--- config.mk ---
export PLATFORM = sky130hd
export DESIGN_NAME = sisc_ctrl_hs
export DESIGN_NICKNAME = d
export VERILOG_FILES = /design/src/rtl/sisc_pkg.sv /design/src/rtl/ctrl_wait_timer.sv /design/src/rtl/sisc_ctrl_hs.sv
export SDC_FILE = /design/constraint.sdc
export NUM_CORES = 1
export LEC_CHECK = 0
export ABC_AREA = 1
export BUFFER_PORTS_ARGS = -buffer_cell sky130_fd_sc_hd__buf_4
export CAP_MARGIN = 0
export CORE_ASPECT_RATIO = 1.2
export CORE_MARGIN = 5
export CORE_UTILIZATION = 43
export CTS_CLUSTER_DIAMETER = 60
export DETAILED_ROUTE_END_ITERATION = 8
export HOLD_SLACK_MARGIN = 0.03
export PLACE_DENSITY = 0.74
export SYNTH_ARGS = -nofsm -noshare
export SYNTH_HDL_FRONTEND = slang
export SYNTH_HIERARCHICAL = 1
export SYNTH_SLANG_ARGS = --single-unit
--- constraint.sdc ---
create_clock -name clk -period 1.75 [get_ports clk]
set_input_delay 0.35 -clock clk [delete_from_list [all_inputs] [get_ports clk]]
set_output_delay 0.35 -clock clk [all_outputs]
set_load 0.01 [all_outputs]
--- src/rtl/sisc_pkg.sv ---
// rtl/sisc_pkg.sv - shared opcode, state and ALU-mode constants for the SISC controller
package sisc_pkg;

    localparam logic [3:0] OP_NOOP = 4'd0;
    localparam logic [3:0] OP_LOD  = 4'd1;
    localparam logic [3:0] OP_STR  = 4'd2;
    localparam logic [3:0] OP_SWP  = 4'd3;
    localparam logic [3:0] OP_BRA  = 4'd4;
    localparam logic [3:0] OP_BRR  = 4'd5;
    localparam logic [3:0] OP_BNE  = 4'd6;
    localparam logic [3:0] OP_BNR  = 4'd7;
    localparam logic [3:0] OP_ALU  = 4'd8;

    localparam int AM_IMM_DEF = 8;

    localparam logic [2:0] S_START  = 3'd0;
    localparam logic [2:0] S_FETCH  = 3'd1;
    localparam logic [2:0] S_DECODE = 3'd2;
    localparam logic [2:0] S_EXEC   = 3'd3;
    localparam logic [2:0] S_MEM    = 3'd4;
    localparam logic [2:0] S_WB     = 3'd5;
    localparam logic [2:0] S_WB2    = 3'd6;
    localparam logic [2:0] S_HALT   = 3'd7;

    typedef logic [1:0] alu_op_t;

    localparam alu_op_t ALU_REG_EXEC = 2'b00;
    localparam alu_op_t ALU_IMM_EXEC = 2'b01;
    localparam alu_op_t ALU_REG_HOLD = 2'b10;
    localparam alu_op_t ALU_IMM_HOLD = 2'b11;

    // The hold code is the exec code with the hold bit set.
    function automatic alu_op_t alu_hold(input alu_op_t exec_op);
        return exec_op | 2'b10;
    endfunction

endpackage

--- src/rtl/ctrl_wait_timer.sv ---
// rtl/ctrl_wait_timer.sv - memory wait-state watchdog counter
// Ports:
//   clk, rst : clock, synchronous active-high reset
//   clr      : clear the count (ready seen or not in a waiting state)
//   inc      : one more wait cycle observed
//   expire   : this wait cycle would bring the count to TMO
module ctrl_wait_timer #(
    parameter int TMO   = 16,
    parameter int TMO_W = 5
) (
    input  logic clk,
    input  logic rst,
    input  logic clr,
    input  logic inc,
    output logic expire
);

    localparam bit             EN   = (TMO > 0);
    localparam logic [TMO_W-1:0] LAST = (TMO > 0) ? TMO_W'(TMO - 1) : '0;

    logic [TMO_W-1:0] cnt_q;
    logic [TMO_W-1:0] cnt_d;

    always_comb begin
        cnt_d = cnt_q;
        if (clr || !EN) begin
            cnt_d = '0;
        end else if (inc) begin
            cnt_d = cnt_q + TMO_W'(1);
        end
    end

    // Fires on the wait cycle that would make the count equal TMO.
    assign expire = EN && inc && !clr && (cnt_q == LAST);

    always_ff @(posedge clk) begin
        if (rst) begin
            cnt_q <= '0;
        end else begin
            cnt_q <= cnt_d;
        end
    end

endmodule

--- src/rtl/sisc_ctrl_hs.sv ---
// rtl/sisc_ctrl_hs.sv - multi-cycle SISC control FSM with memory req/ready handshakes
// Ports:
//   clk, rst            : clock, synchronous active-high reset
//   opcode, mm, stat    : IR opcode, IR mode/condition field, status flags
//   imem_rdy, dmem_rdy  : memory ready inputs
//   imem_req, dmem_req, dmem_we : memory request outputs
//   ir_load, pc_rst, pc_write, pc_sel, br_sel : IR / PC controls
//   rf_we, wb_sel, rb_sel, swp_ph, alu_op     : datapath controls
//   halted, bus_err     : core halted, sticky watchdog error
module sisc_ctrl_hs
    import sisc_pkg::*;
#(
    parameter int OPC_W  = 4,
    parameter int CC_W   = 4,
    parameter int AM_IMM = AM_IMM_DEF,
    parameter int TMO    = 16,
    parameter int TMO_W  = 5
) (
    input  logic             clk,
    input  logic             rst,
    input  logic [OPC_W-1:0] opcode,
    input  logic [CC_W-1:0]  mm,
    input  logic [CC_W-1:0]  stat,
    input  logic             imem_rdy,
    input  logic             dmem_rdy,
    output logic             imem_req,
    output logic             dmem_req,
    output logic             dmem_we,
    output logic             ir_load,
    output logic             pc_rst,
    output logic             pc_write,
    output logic             pc_sel,
    output logic             br_sel,
    output logic             rf_we,
    output logic             wb_sel,
    output logic             rb_sel,
    output logic             swp_ph,
    output logic [1:0]       alu_op,
    output logic             halted,
    output logic             bus_err
);

    logic [2:0] state_q, state_d;
    logic       bus_err_q, bus_err_d;

    logic is_lod, is_str, is_swp, is_alu, is_noop, is_hlt;
    logic is_bra, is_brr, is_bne, is_bnr, is_br;
    logic hit, taken, imm_mode, mem_op;
    logic wait_st, wt_clr, wt_inc, expire;

    assign is_noop = (opcode == OPC_W'(OP_NOOP));
    assign is_lod  = (opcode == OPC_W'(OP_LOD));
    assign is_str  = (opcode == OPC_W'(OP_STR));
    assign is_swp  = (opcode == OPC_W'(OP_SWP));
    assign is_bra  = (opcode == OPC_W'(OP_BRA));
    assign is_brr  = (opcode == OPC_W'(OP_BRR));
    assign is_bne  = (opcode == OPC_W'(OP_BNE));
    assign is_bnr  = (opcode == OPC_W'(OP_BNR));
    assign is_alu  = (opcode == OPC_W'(OP_ALU));
    assign is_hlt  = &opcode;
    assign is_br   = is_bra | is_brr | is_bne | is_bnr;
    assign mem_op  = is_lod | is_str;

    assign hit      = |(mm & stat);
    assign taken    = (is_bra | is_brr) ? hit : !hit;
    assign imm_mode = (is_alu && (mm == CC_W'(AM_IMM))) || mem_op;

    // Only FETCH and a LOD/STR in MEM actually wait on a memory.
    assign wait_st = (state_q == S_FETCH) || ((state_q == S_MEM) && mem_op);
    assign wt_inc  = wait_st && !((state_q == S_FETCH) ? imem_rdy : dmem_rdy);
    assign wt_clr  = !wt_inc;

    ctrl_wait_timer #(
        .TMO   (TMO),
        .TMO_W (TMO_W)
    ) u_wait_timer (
        .clk    (clk),
        .rst    (rst),
        .clr    (wt_clr),
        .inc    (wt_inc),
        .expire (expire)
    );

    always_comb begin
        state_d  = state_q;
        imem_req = 1'b0;
        dmem_req = 1'b0;
        dmem_we  = 1'b0;
        ir_load  = 1'b0;
        pc_rst   = 1'b0;
        pc_write = 1'b0;
        pc_sel   = 1'b0;
        br_sel   = 1'b0;
        rf_we    = 1'b0;
        wb_sel   = 1'b0;
        rb_sel   = 1'b0;
        swp_ph   = 1'b0;
        alu_op   = ALU_REG_HOLD;
        halted   = 1'b0;
        case (state_q)
            S_START: begin
                pc_rst  = 1'b1;
                state_d = S_FETCH;
            end
            S_FETCH: begin
                imem_req = 1'b1;
                if (imem_rdy) begin
                    ir_load  = 1'b1;
                    pc_write = 1'b1;
                    state_d  = S_DECODE;
                end else if (expire) begin
                    state_d = S_HALT;
                end
            end
            S_DECODE: begin
                if (is_br) begin
                    if (taken) begin
                        pc_write = 1'b1;
                        pc_sel   = 1'b1;
                        br_sel   = is_brr | is_bnr;
                    end
                    state_d = S_FETCH;
                end else if (is_noop) begin
                    state_d = S_FETCH;
                end else if (is_hlt) begin
                    state_d = S_HALT;
                end else begin
                    state_d = S_EXEC;
                end
            end
            S_EXEC: begin
                alu_op  = imm_mode ? ALU_IMM_EXEC : ALU_REG_EXEC;
                rb_sel  = is_str;
                state_d = S_MEM;
            end
            S_MEM: begin
                alu_op = alu_hold(imm_mode ? ALU_IMM_EXEC : ALU_REG_EXEC);
                rb_sel = is_str;
                if (mem_op) begin
                    dmem_req = 1'b1;
                    dmem_we  = is_str;
                    if (dmem_rdy) begin
                        state_d = is_str ? S_FETCH : S_WB;
                    end else if (expire) begin
                        state_d = S_HALT;
                    end
                end else begin
                    state_d = S_WB;
                end
            end
            S_WB: begin
                rf_we   = is_alu | is_lod | is_swp;
                wb_sel  = is_lod;
                state_d = is_swp ? S_WB2 : S_FETCH;
            end
            S_WB2: begin
                rf_we   = 1'b1;
                swp_ph  = 1'b1;
                state_d = S_FETCH;
            end
            S_HALT: begin
                halted = 1'b1;
            end
            default: begin
                state_d = S_START;
            end
        endcase
    end

    assign bus_err_d = bus_err_q | expire;
    assign bus_err   = bus_err_q;

    always_ff @(posedge clk) begin
        if (rst) begin
            state_q   <= S_START;
            bus_err_q <= 1'b0;
        end else begin
            state_q   <= state_d;
            bus_err_q <= bus_err_d;
        end
    end

endmodule

==> out/results.tsv <==
metric	value	unit
grt ovf	0	
router iterations before antenna repair	4	
status	complete, but fails checks	
share of cells above drive strength 1	0.4975	
hold_ws	0.2875	ns
die width	50.79	um
final worst slack	-0.02202	ns
Fin. Hold Viols	0	
setup TNS	-0.04162	ns
grt met1 use	0.1774	
Post-Syn Area	858.3	sq um
synthesized area per cell	6.002	sq um
Slew Limit Fails	0	
Nets	222	
vias in the first global route	991	
Total GRT Usage	0.1659	
Detailed Route Iter0 Violations	19	
P&R area growth vs syn	67.35	%
grt peak-use layer	met2	
final setup skew	0.003771	ns
Slew @ Worst Pin	0.2367	ns
HPWL Detailed	2004	um
cell count after synthesis	143	
final setup fails	2	
post-layout min period	1.772	ns
Max-Cap Viols	0	
Seq/Total Area, Yosys	0.2099	
initial antenna violation count	0	
H-tree Lvls	1	
Worst slew margin	0.8417	
pre-CTS setup slack	-0.1121	ns
violated checks	setup timing	
DRC	0	
area of the core	1872	sq um
Synth Register Bits	9	
CP endpoint kind	output pin	
DIE AREA	2993	sq um
Peak VDD IR	557.6	uV
synth warn	6	
post-synth cell types	23	
final worst-path cycle share	1.013	
worst hold-check path type	in2reg	
Post-DRT Antenna Nets	0	
hold buffers post-CTS	0	
Vias	1099	
overall power	0.0006603	W
CP Launch Type	flop	
Peak Freq	564.3	MHz
commonest non-fill, non-tap cell in the layout	buf_4	
Root Buffer	clkbuf_4	
CP Class	reg2out	
average wire per standard cell	11.73	um
TritonCTS Buffers	3	
final core utilization	0.7674	
P_leak	0.7645	nW
post-synth net total	161	
crit path max fanout	6	
Clock Path Buffers	2	
clk_lat worst skew	0.26	ns
Port Buffer Count	31	
die height	58.94	um
clk sinks	9	
RSZ-0062 raised after global routing	yes	
row cnt	17	
first-pass GRT wire length	3960	um
most frequent cells in the layout	56 x buf_4, 28 x nand2_1, 25 x nor2_1	
DRT Wirelength	2605	um
Req. time, crit path	1.40	ns
Reg clk slew, reported paths	0.05	ns
io pins	32	
P per Cell Area	459.7	nW/um^2
largest net degree at the start of global routing	10	
Initial Utilization	0.4586	
vias per inst	4.950	
diode count	0	
Placer Congestion	0.8722	
met3 Use GR	0.03038	
CTS tree	built	
GR Layer Usage met2	0.3067	
Critical Path AT	1.42	ns
[sequential cells by signal, indices dropped and copies added (netlist names)]
signal,cells
u_wait_timer/cnt_q,5
bus_err,1
state_q,3
[metrics by stage]
step,area [sq um],cells
after floorplan,893.4,143
after global placement,1251,208
after detailed placement,1251,208
after CTS,1313,213
after global routing,1436,222
final,1436,222
[final cells by class]
| cell class | instances | area (sq um) |
|---|---|---|
| repair buffers | 59 | 462.9 |
| clock buffers | 4 | 26.28 |
| well taps | 19 | 23.77 |
| fillers | 151 | 435.4 |
| flip-flops and latches | 9 | 191.4 |
| inverters | 23 | 96.34 |
| multi-input cells | 108 | 635.6 |
[critical path, cell delays in order, from the launching register on]
cell	delay (ns)
dfxtp_4	0.36
buf_6	0.14
inv_6	0.06
nand2_4	0.05
nor3_4	0.21
nand3_2	0.12
nor2_1	0.10
buf_4	0.12
[report_power, final]
part	leakage (nW)	internal (W)	switching (W)
Clock	0.0150	0.0000875	0.0000671
Combinational	0.674	0.000136	0.000145
Sequential	0.0751	0.000213	0.0000120
[synthesized netlist by cell type (all sizes together)]
master / count / share of area
a21oi: 12 / 0.074
a31oi: 1 / 0.0073
and3: 1 / 0.0073
buf: 3 / 0.039
dfxtp: 9 / 0.21
ha: 2 / 0.029
inv: 23 / 0.11
nand2: 35 / 0.18
nand3: 13 / 0.082
nor2: 32 / 0.17
nor3: 5 / 0.048
o21ai: 6 / 0.035
or2: 1 / 0.0073
[repair_timing]
item,CTS,global route
setup buffers,1,9
gates resized for setup,10,13
pin swaps,3,15
endpoints found under the setup margin,6,7
[cells by family (layout without fill, tap and decap cells)]
family / count (synthesis) / in the layout / synth area share
buffers and inverters: 26 / 86 / 0.1458
flip-flops: 9 / 9 / 0.2099
adder cells (fa/ha/maj): 2 / 2 / 0.02915
AO/OA/AOI/OAI: 19 / 19 / 0.1166
AND/OR/NAND/NOR: 87 / 87 / 0.4986
[metal layers]
layer | vias up | part of all wire
li1 | 569 | -
met1 | 499 | 0.39
met2 | 26 | 0.55
met3 | 5 | 0.045
met4 | 0 | 0.017
met5 | - | 0
[final timing paths]
| check | startpoint | to | slack, ns | depth (start not counted) |
|---|---|---|---|---|
| setup / recovery | state_q[0] | br_sel | -0.02 | 7 |
| hold / removal | rst | bus_err | 0.29 | 2 |
| setup reg to reg | state_q[2] | state_q[0] | 0 | 15 |
| hold reg to reg | bus_err | bus_err | 0.48 | 2 |
(Power assumes the default switching activity.)
